<file path="src/rtl/masked_and_isw_pipe_pkg.sv">
// Shared helpers for the masked AND gadgets: randomness budget and pair-to-bit mapping
// for the fresh random bits z_ij (i < j).
package masking_pkg;

    localparam int MIN_SHARES = 2;

    function automatic int nrnd(input int n);
        return (n * (n - 1)) / 2;
    endfunction

    // Row-major packing of the strict upper triangle: (0,1),(0,2),..,(1,2),..
    function automatic int pidx(input int i, input int j, input int n);
        return (i * n) - ((i * (i + 1)) / 2) + (j - i - 1);
    endfunction

endpackage

</file>
<file path="src/rtl/masked_and_isw_pipe_if.sv">
// Operand, randomness and result channels of the masked AND pipeline.
// The master side drives operands/randomness and consumes results.
interface masked_and_isw_pipe_if #(
    parameter int NSHARES = 3
);
    import masking_pkg::*;

    localparam int NRND = nrnd(NSHARES);

    logic [NSHARES-1:0] a;
    logic [NSHARES-1:0] b;
    logic               in_valid;
    logic               in_ready;
    logic [NRND-1:0]    z;
    logic               rnd_valid;
    logic               rnd_ready;
    logic [NSHARES-1:0] c;
    logic               out_valid;
    logic               out_ready;

    modport master (
        output a, b, in_valid, z, rnd_valid, out_ready,
        input  in_ready, rnd_ready, c, out_valid
    );

    modport slave (
        input  a, b, in_valid, z, rnd_valid, out_ready,
        output in_ready, rnd_ready, c, out_valid
    );

endinterface

</file>
<file path="src/rtl/masked_and_isw_pipe_reg.sv">
// Valid/data pipeline register: load captures data and sets valid, clear drops valid
// while keeping data; load wins over clear.
module masked_pipe_reg #(
    parameter int W = 1
) (
    input  logic         clk,
    input  logic         rst,
    input  logic         i_load,
    input  logic         i_clear,
    input  logic [W-1:0] i_data,
    output logic         o_valid,
    output logic [W-1:0] o_data
);

    logic         r_valid;
    logic [W-1:0] r_data;

    // Stage valid flag and payload
    always_ff @(posedge clk) begin
        if (rst) begin
            r_valid <= 1'b0;
            r_data  <= '0;
        end else if (i_load) begin
            r_valid <= 1'b1;
            r_data  <= i_data;
        end else if (i_clear) begin
            r_valid <= 1'b0;
        end else begin
            r_valid <= r_valid;
        end
    end

    assign o_valid = r_valid;
    assign o_data  = r_data;

endmodule

</file>
<file path="src/rtl/masked_and_isw_pipe.sv">
// NSHARES-share ISW masked AND with a two-stage register pipeline; stage 1 holds every
// partial product separately so the stage-2 XOR tree sees only glitch-free inputs.
module masked_and_isw_pipe
    import masking_pkg::*;
#(
    parameter int NSHARES = 3
) (
    input  logic                  clk,
    input  logic                  rst,
    masked_and_isw_pipe_if.slave  bus
);

    localparam int NRND = nrnd(NSHARES);
    localparam int S1W  = NSHARES + (3 * NRND);

    if (NSHARES < MIN_SHARES) begin : g_bad_shares
        $error("masked_and_isw_pipe: NSHARES must be at least 2");
    end

    logic               w_accept;
    logic               w_s1_adv;
    logic               w_s1_v;
    logic               w_s2_v;
    logic [NSHARES-1:0] w_d;
    logic [NRND-1:0]    w_r;
    logic [NRND-1:0]    w_t;
    logic [NRND-1:0]    w_p;
    logic [S1W-1:0]     w_s1_q;
    logic [NSHARES-1:0] w_s1_d;
    logic [NRND-1:0]    w_s1_r;
    logic [NRND-1:0]    w_s1_t;
    logic [NRND-1:0]    w_s1_p;
    logic [NSHARES-1:0] w_c_next;
    logic [NSHARES-1:0] w_s2_q;

    assign w_s1_adv      = w_s1_v & (~w_s2_v | bus.out_ready);
    assign bus.in_ready  = ~w_s1_v | w_s1_adv;
    assign w_accept      = bus.in_valid & bus.rnd_valid & bus.in_ready;
    assign bus.rnd_ready = w_accept;

    for (genvar gi = 0; gi < NSHARES; gi++) begin : g_row
        assign w_d[gi] = bus.a[gi] & bus.b[gi];
        for (genvar gj = gi + 1; gj < NSHARES; gj++) begin : g_col
            localparam int K = pidx(gi, gj, NSHARES);
            // z is folded into the i<j cross product only; the j>i mirror stays raw
            assign w_r[K] = bus.z[K];
            assign w_t[K] = (bus.a[gi] & bus.b[gj]) ^ bus.z[K];
            assign w_p[K] = bus.a[gj] & bus.b[gi];
        end
    end

    masked_pipe_reg #(.W(S1W)) u_stage1 (
        .clk     (clk),
        .rst     (rst),
        .i_load  (w_accept),
        .i_clear (w_s1_adv),
        .i_data  ({w_p, w_t, w_r, w_d}),
        .o_valid (w_s1_v),
        .o_data  (w_s1_q)
    );

    assign w_s1_d = w_s1_q[0 +: NSHARES];
    assign w_s1_r = w_s1_q[NSHARES +: NRND];
    assign w_s1_t = w_s1_q[(NSHARES + NRND) +: NRND];
    assign w_s1_p = w_s1_q[(NSHARES + (2 * NRND)) +: NRND];

    // Per-share compression: own product, then masks, then (t ^ p) pairs, ascending j
    always_comb begin
        w_c_next = '0;
        for (int i = 0; i < NSHARES; i++) begin
            w_c_next[i] = w_s1_d[i];
            for (int j = i + 1; j < NSHARES; j++) begin
                w_c_next[i] = w_c_next[i] ^ w_s1_r[pidx(i, j, NSHARES)];
            end
            for (int j = 0; j < i; j++) begin
                w_c_next[i] = w_c_next[i]
                            ^ (w_s1_t[pidx(j, i, NSHARES)] ^ w_s1_p[pidx(j, i, NSHARES)]);
            end
        end
    end

    masked_pipe_reg #(.W(NSHARES)) u_stage2 (
        .clk     (clk),
        .rst     (rst),
        .i_load  (w_s1_adv),
        .i_clear (w_s2_v & bus.out_ready),
        .i_data  (w_c_next),
        .o_valid (w_s2_v),
        .o_data  (w_s2_q)
    );

    assign bus.out_valid = w_s2_v;
    assign bus.c         = w_s2_q;

endmodule
</file>
<file path="src/flat_wrapper.sv">
// flat-port wrapper written by rule: the top's interface ports become plain ports
module masked_and_isw_pipe_flat import masking_pkg::*;
#(
    parameter int NSHARES = 3
)
  (clk, rst, bus_a, bus_b, bus_in_valid, bus_z, bus_rnd_valid, bus_out_ready, bus_in_ready, bus_rnd_ready, bus_c, bus_out_valid);
  masked_and_isw_pipe_if #(.NSHARES(NSHARES)) bus_i ();
  input  logic clk;
  input  logic rst;
  input wire logic [$bits(bus_i.a)-1:0] bus_a;
  input wire logic [$bits(bus_i.b)-1:0] bus_b;
  input wire logic [$bits(bus_i.in_valid)-1:0] bus_in_valid;
  input wire logic [$bits(bus_i.z)-1:0] bus_z;
  input wire logic [$bits(bus_i.rnd_valid)-1:0] bus_rnd_valid;
  input wire logic [$bits(bus_i.out_ready)-1:0] bus_out_ready;
  output wire logic [$bits(bus_i.in_ready)-1:0] bus_in_ready;
  output wire logic [$bits(bus_i.rnd_ready)-1:0] bus_rnd_ready;
  output wire logic [$bits(bus_i.c)-1:0] bus_c;
  output wire logic [$bits(bus_i.out_valid)-1:0] bus_out_valid;
  assign bus_i.a = bus_a;
  assign bus_i.b = bus_b;
  assign bus_i.in_valid = bus_in_valid;
  assign bus_i.z = bus_z;
  assign bus_i.rnd_valid = bus_rnd_valid;
  assign bus_i.out_ready = bus_out_ready;
  assign bus_in_ready = bus_i.in_ready;
  assign bus_rnd_ready = bus_i.rnd_ready;
  assign bus_c = bus_i.c;
  assign bus_out_valid = bus_i.out_valid;
  masked_and_isw_pipe #(.NSHARES(NSHARES)) u_core (.clk(clk), .rst(rst), .bus(bus_i));
endmodule
</file>
<file path="config.mk">
export PLATFORM = sky130hd
export DESIGN_NAME = masked_and_isw_pipe_flat
export DESIGN_NICKNAME = d
export VERILOG_FILES = /design/src/rtl/masked_and_isw_pipe_pkg.sv /design/src/rtl/masked_and_isw_pipe_if.sv /design/src/rtl/masked_and_isw_pipe_reg.sv /design/src/rtl/masked_and_isw_pipe.sv /design/src/flat_wrapper.sv
export SDC_FILE = /design/constraint.sdc
export NUM_CORES = 1
export LEC_CHECK = 0
export CORE_MARGIN = 5
export CORE_UTILIZATION = 46
export DETAILED_ROUTE_END_ITERATION = 10
export GPL_TIMING_DRIVEN = 0
export PLACE_DENSITY = 0.84
export SYNTH_ARGS = -nofsm -noshare
export SYNTH_HDL_FRONTEND = slang
export SYNTH_SLANG_ARGS = --single-unit
</file>
<file path="constraint.sdc">
create_clock -name clk -period 1.3 [get_ports clk]
set_input_delay 0.26 -clock clk [delete_from_list [all_inputs] [get_ports clk]]
set_output_delay 0.26 -clock clk [all_outputs]
set_load 0.02 [all_outputs]
</file>
==> flow_summary_export.csv <==
group,metric,value,unit
worst_setup_path,arrival,1050,ps
logic_synthesis,yosysSeqAreaShare,0.448,
run,cap_violations,0,
worst_setup_path,cp-end-kind,"output port",
clocking,cts_root_buf,"clkbuf_4",
global_route,grt_use_total,0.128,
route,antenna_left,0,
floorplanning,row_count,14,
timing,slew_violations,0,
layout,nNetsFinal,125,
layout,area_delta_synth_final,33.9,%
logic_synthesis,syn_area_per_cell,8.94,um^2
pwr,p_int,757,uW
worst_setup_path,r2r-end,"u_core.u_stage1.o_data[8]",
worst_hold_path,hold_path.class,"input port to register",
clocking,cts_tree,"built",
floorplanning,die_h,50.6,um
logic_synthesis,yosys_warnings,0,
worst_hold_path,whs_path_depth,2,
logic_synthesis,ys_ff_latch,17,
worst_setup_path,crit_type,"register to output port",
route,drt_wl_total,1550,um
floorplanning,core,0.00154,mm^2
global_route,grt_pass1_vias,661,
place,dp_slack,-879,ps
worst_setup_path,worstPathRequired,1040,ps
clocking,clockBufferDepth,2,
timing,max_clock_freq,763,MHz
place,gp_congestion,0.758,
layout,diodes,0,
clocking,htree_levels,1,
route,drc,0,
timing,setup_slack,-9.82,ps
global_route,grt-ovfl-total,0,
worst_setup_path,cp-start-kind,"register",
run_status,outcome,"complete, but fails checks",
floorplanning,die_area,0.00256,mm^2
route,wl_met1,612,um
timing,clock_skew,7.09,ps
layout,drive_above_1_share,0.173,
route,met3_length,122,um
route,firstDrtPassIters,3,
run_status,violations,"negative setup slack",
worst_setup_path,rr_startpoint,"u_core.u_stage1.o_valid",
clocking,cts.sinks,17,
pwr,comb_power_share,0.189,
layout,fin_cells,126,
clocking,clock_latency,280,ps
pwr,peakVddDrop,0.573,mV
timing,relSlewSlack,0.711,
worst_setup_path,ff2ff_setup_slack,60,ps
worst_setup_path,ff2ff_path_depth,7,
floorplanning,die_w,50.6,um
route,vias,657,
route,wire_per_inst,12.3,um
logic_synthesis,synth_cells,85,
route,via_per_inst,5.21,
logic_synthesis,synthesis.area,759,um^2
global_route,grt_max_degree,12,
clocking,cts.reportedPaths.clkPinSlew,100,ps
clocking,cts_buffers,3,
timing,finalCriticalPeriod,1310,ps
place,dp_hpwl,1200,um
worst_hold_path,min_to,"u_core.u_stage2.o_data[2]",
logic_synthesis,synth_nets,99,
timing,hold_slack,374,ps
route,highest_layer,"met4",
floorplanning,start_util,0.493,
place,portBuffers,18,
timing,rsz0062_at_grt,"true",
timing,worst_slew_pin_slew,433,ps
worst_setup_path,crit_path_max_fanout,6,
pwr,power_leakage,0.000428,uW
route,drt_iter0_drc,10,
place,dp.cells,119,
global_route,antenna_found_initial,0,
logic_synthesis,ys_types,17,
timing,post-route-period-util,1.01,
route,wl_met2,794,um
worst_hold_path,hp-start,"rst",
pwr,power.density,1000,mW/mm^2
pwr,swShare,0.256,
global_route,grt_pass1_wl,2620,um
timing,finalHoldViolations,0,
pwr,p_sw,260,uW
pwr,power.share.clock,0.262,
timing,final-setup-viol-count,1,
floorplanning,num_io_pins,20,
pwr,seqPwrFrac,0.549,
==> power by group through the flow <==
stage	Combinational, uW	Sequential (uW)	Clock, uW
2_1_floorplan	102	576	0
3_3_place_gp	180	571	0
3_5_place_dp	185	572	0
4_1_cts	181	559	279
5_1_grt	211	562	311
6_report	193	558	266
==> registers in the layout, summed over array words and instances (netlist names) <==
register / count
u_core.u_stage2.o_data: 3
u_core.u_stage1.o_data: 12
u_core.u_stage2.o_valid: 1
u_core.u_stage1.o_valid: 1
==> stage by stage <==
stage	power, uW	util	area (um^2)	setup TNS [ps]
2_1_floorplan	677	-	768	0
3_3_place_gp	751	0.628	968	-3980
3_5_place_dp	757	0.628	968	-4320
4_1_cts	1020	0.646	996	-102
5_1_grt	1080	0.660	1020	-70.8
6_report	1020	0.660	1020	-9.82
==> how the worst max path moves through the flow <==
| stage | slack, ps | startpoint | endpoint | cells past startpoint |
|---|---|---|---|---|
| finish | -10 | u_core.u_stage1.o_valid | bus_rnd_ready | 4 |
| global route | -70 | u_core.u_stage1.o_valid | bus_rnd_ready | 4 |
| CTS | -60 | u_core.u_stage1.o_valid | bus_rnd_ready | 4 |
| detailed placement | -880 | bus_out_ready | bus_rnd_ready | 6 |
| global placement | -870 | bus_out_ready | bus_rnd_ready | 6 |
| floorplan | 20 | u_core.u_stage2.o_valid | u_core.u_stage1.o_data[0] | 6 |
==> synth_stat cells (all sizes together) <==
cell    count  area (um^2)
a211oi      3         37.5
a21oi      14         70.1
buf         1         15.0
clkbuf      2         7.51
dfxtp      17          340
inv         2         12.5
nand2      19         71.3
nand2b      1         6.26
nand3       9         57.6
nand3b      1         11.3
nor2        4         15.0
nor3        1         5.00
xnor2       5         43.8
xnor3       1         22.5
xor2        5         43.8
==> cells in the final DEF (no fill, tap or decap), types with 2 or more instances in the layout <==
master and n:
a211oi_2 3, a21oi_1 14, buf_4 3, buf_6 2, clkbuf_1 2, clkbuf_4 3, clkdlybuf4s50_1 9, dfxtp_1 15
dlygate4sd2_1 7, nand2_1 19, nand3_1 8, nor2_1 4, xnor2_1 4, xor2_1 5
==> area by class of cell <==
cell class / instances / area (um^2)
well taps: 16 / 20.0
inverters: 2 / 15.0
clock inverters: 1 / 5.00
clock buffers: 3 / 22.5
fillers: 142 / 524
multi-input cells: 63 / 400
plain buffers: 2 / 7.51
flip-flops and latches: 17 / 345
repair buffers: 22 / 201
==> logic make-up after synthesis <==
family                 Yosys count  share of synthesized area
AO/OA/AOI/OAI                   17                      0.142
XOR/XNOR                        11                      0.145
buffers and inverters            5                     0.0461
flip-flops                      17                      0.448
AND/OR/NAND/NOR                 35                      0.219
==> metal layers <==
metal | global-route usage | vias to the layer above
li1 | - | 333
met4 | 0.0511 | 0
met3 | 0.0355 | 2
met2 | 0.236 | 18
met5 | 0 | -
met1 | 0.135 | 304
==> repair_timing <==
item	CTS	global route
pin swaps	1	2
setup endpoints to repair	9	3
buffers inserted	2	2
hold buffers	0	0
resized for setup	19	3
==> critical path: stages (launching register included) <==
cell and delay [ps]:
dfxtp_4 380, nand3b_4 100, nand3_4 110, inv_8 90, buf_6 110
No activity file was read; power rests on OpenSTA's default activity.
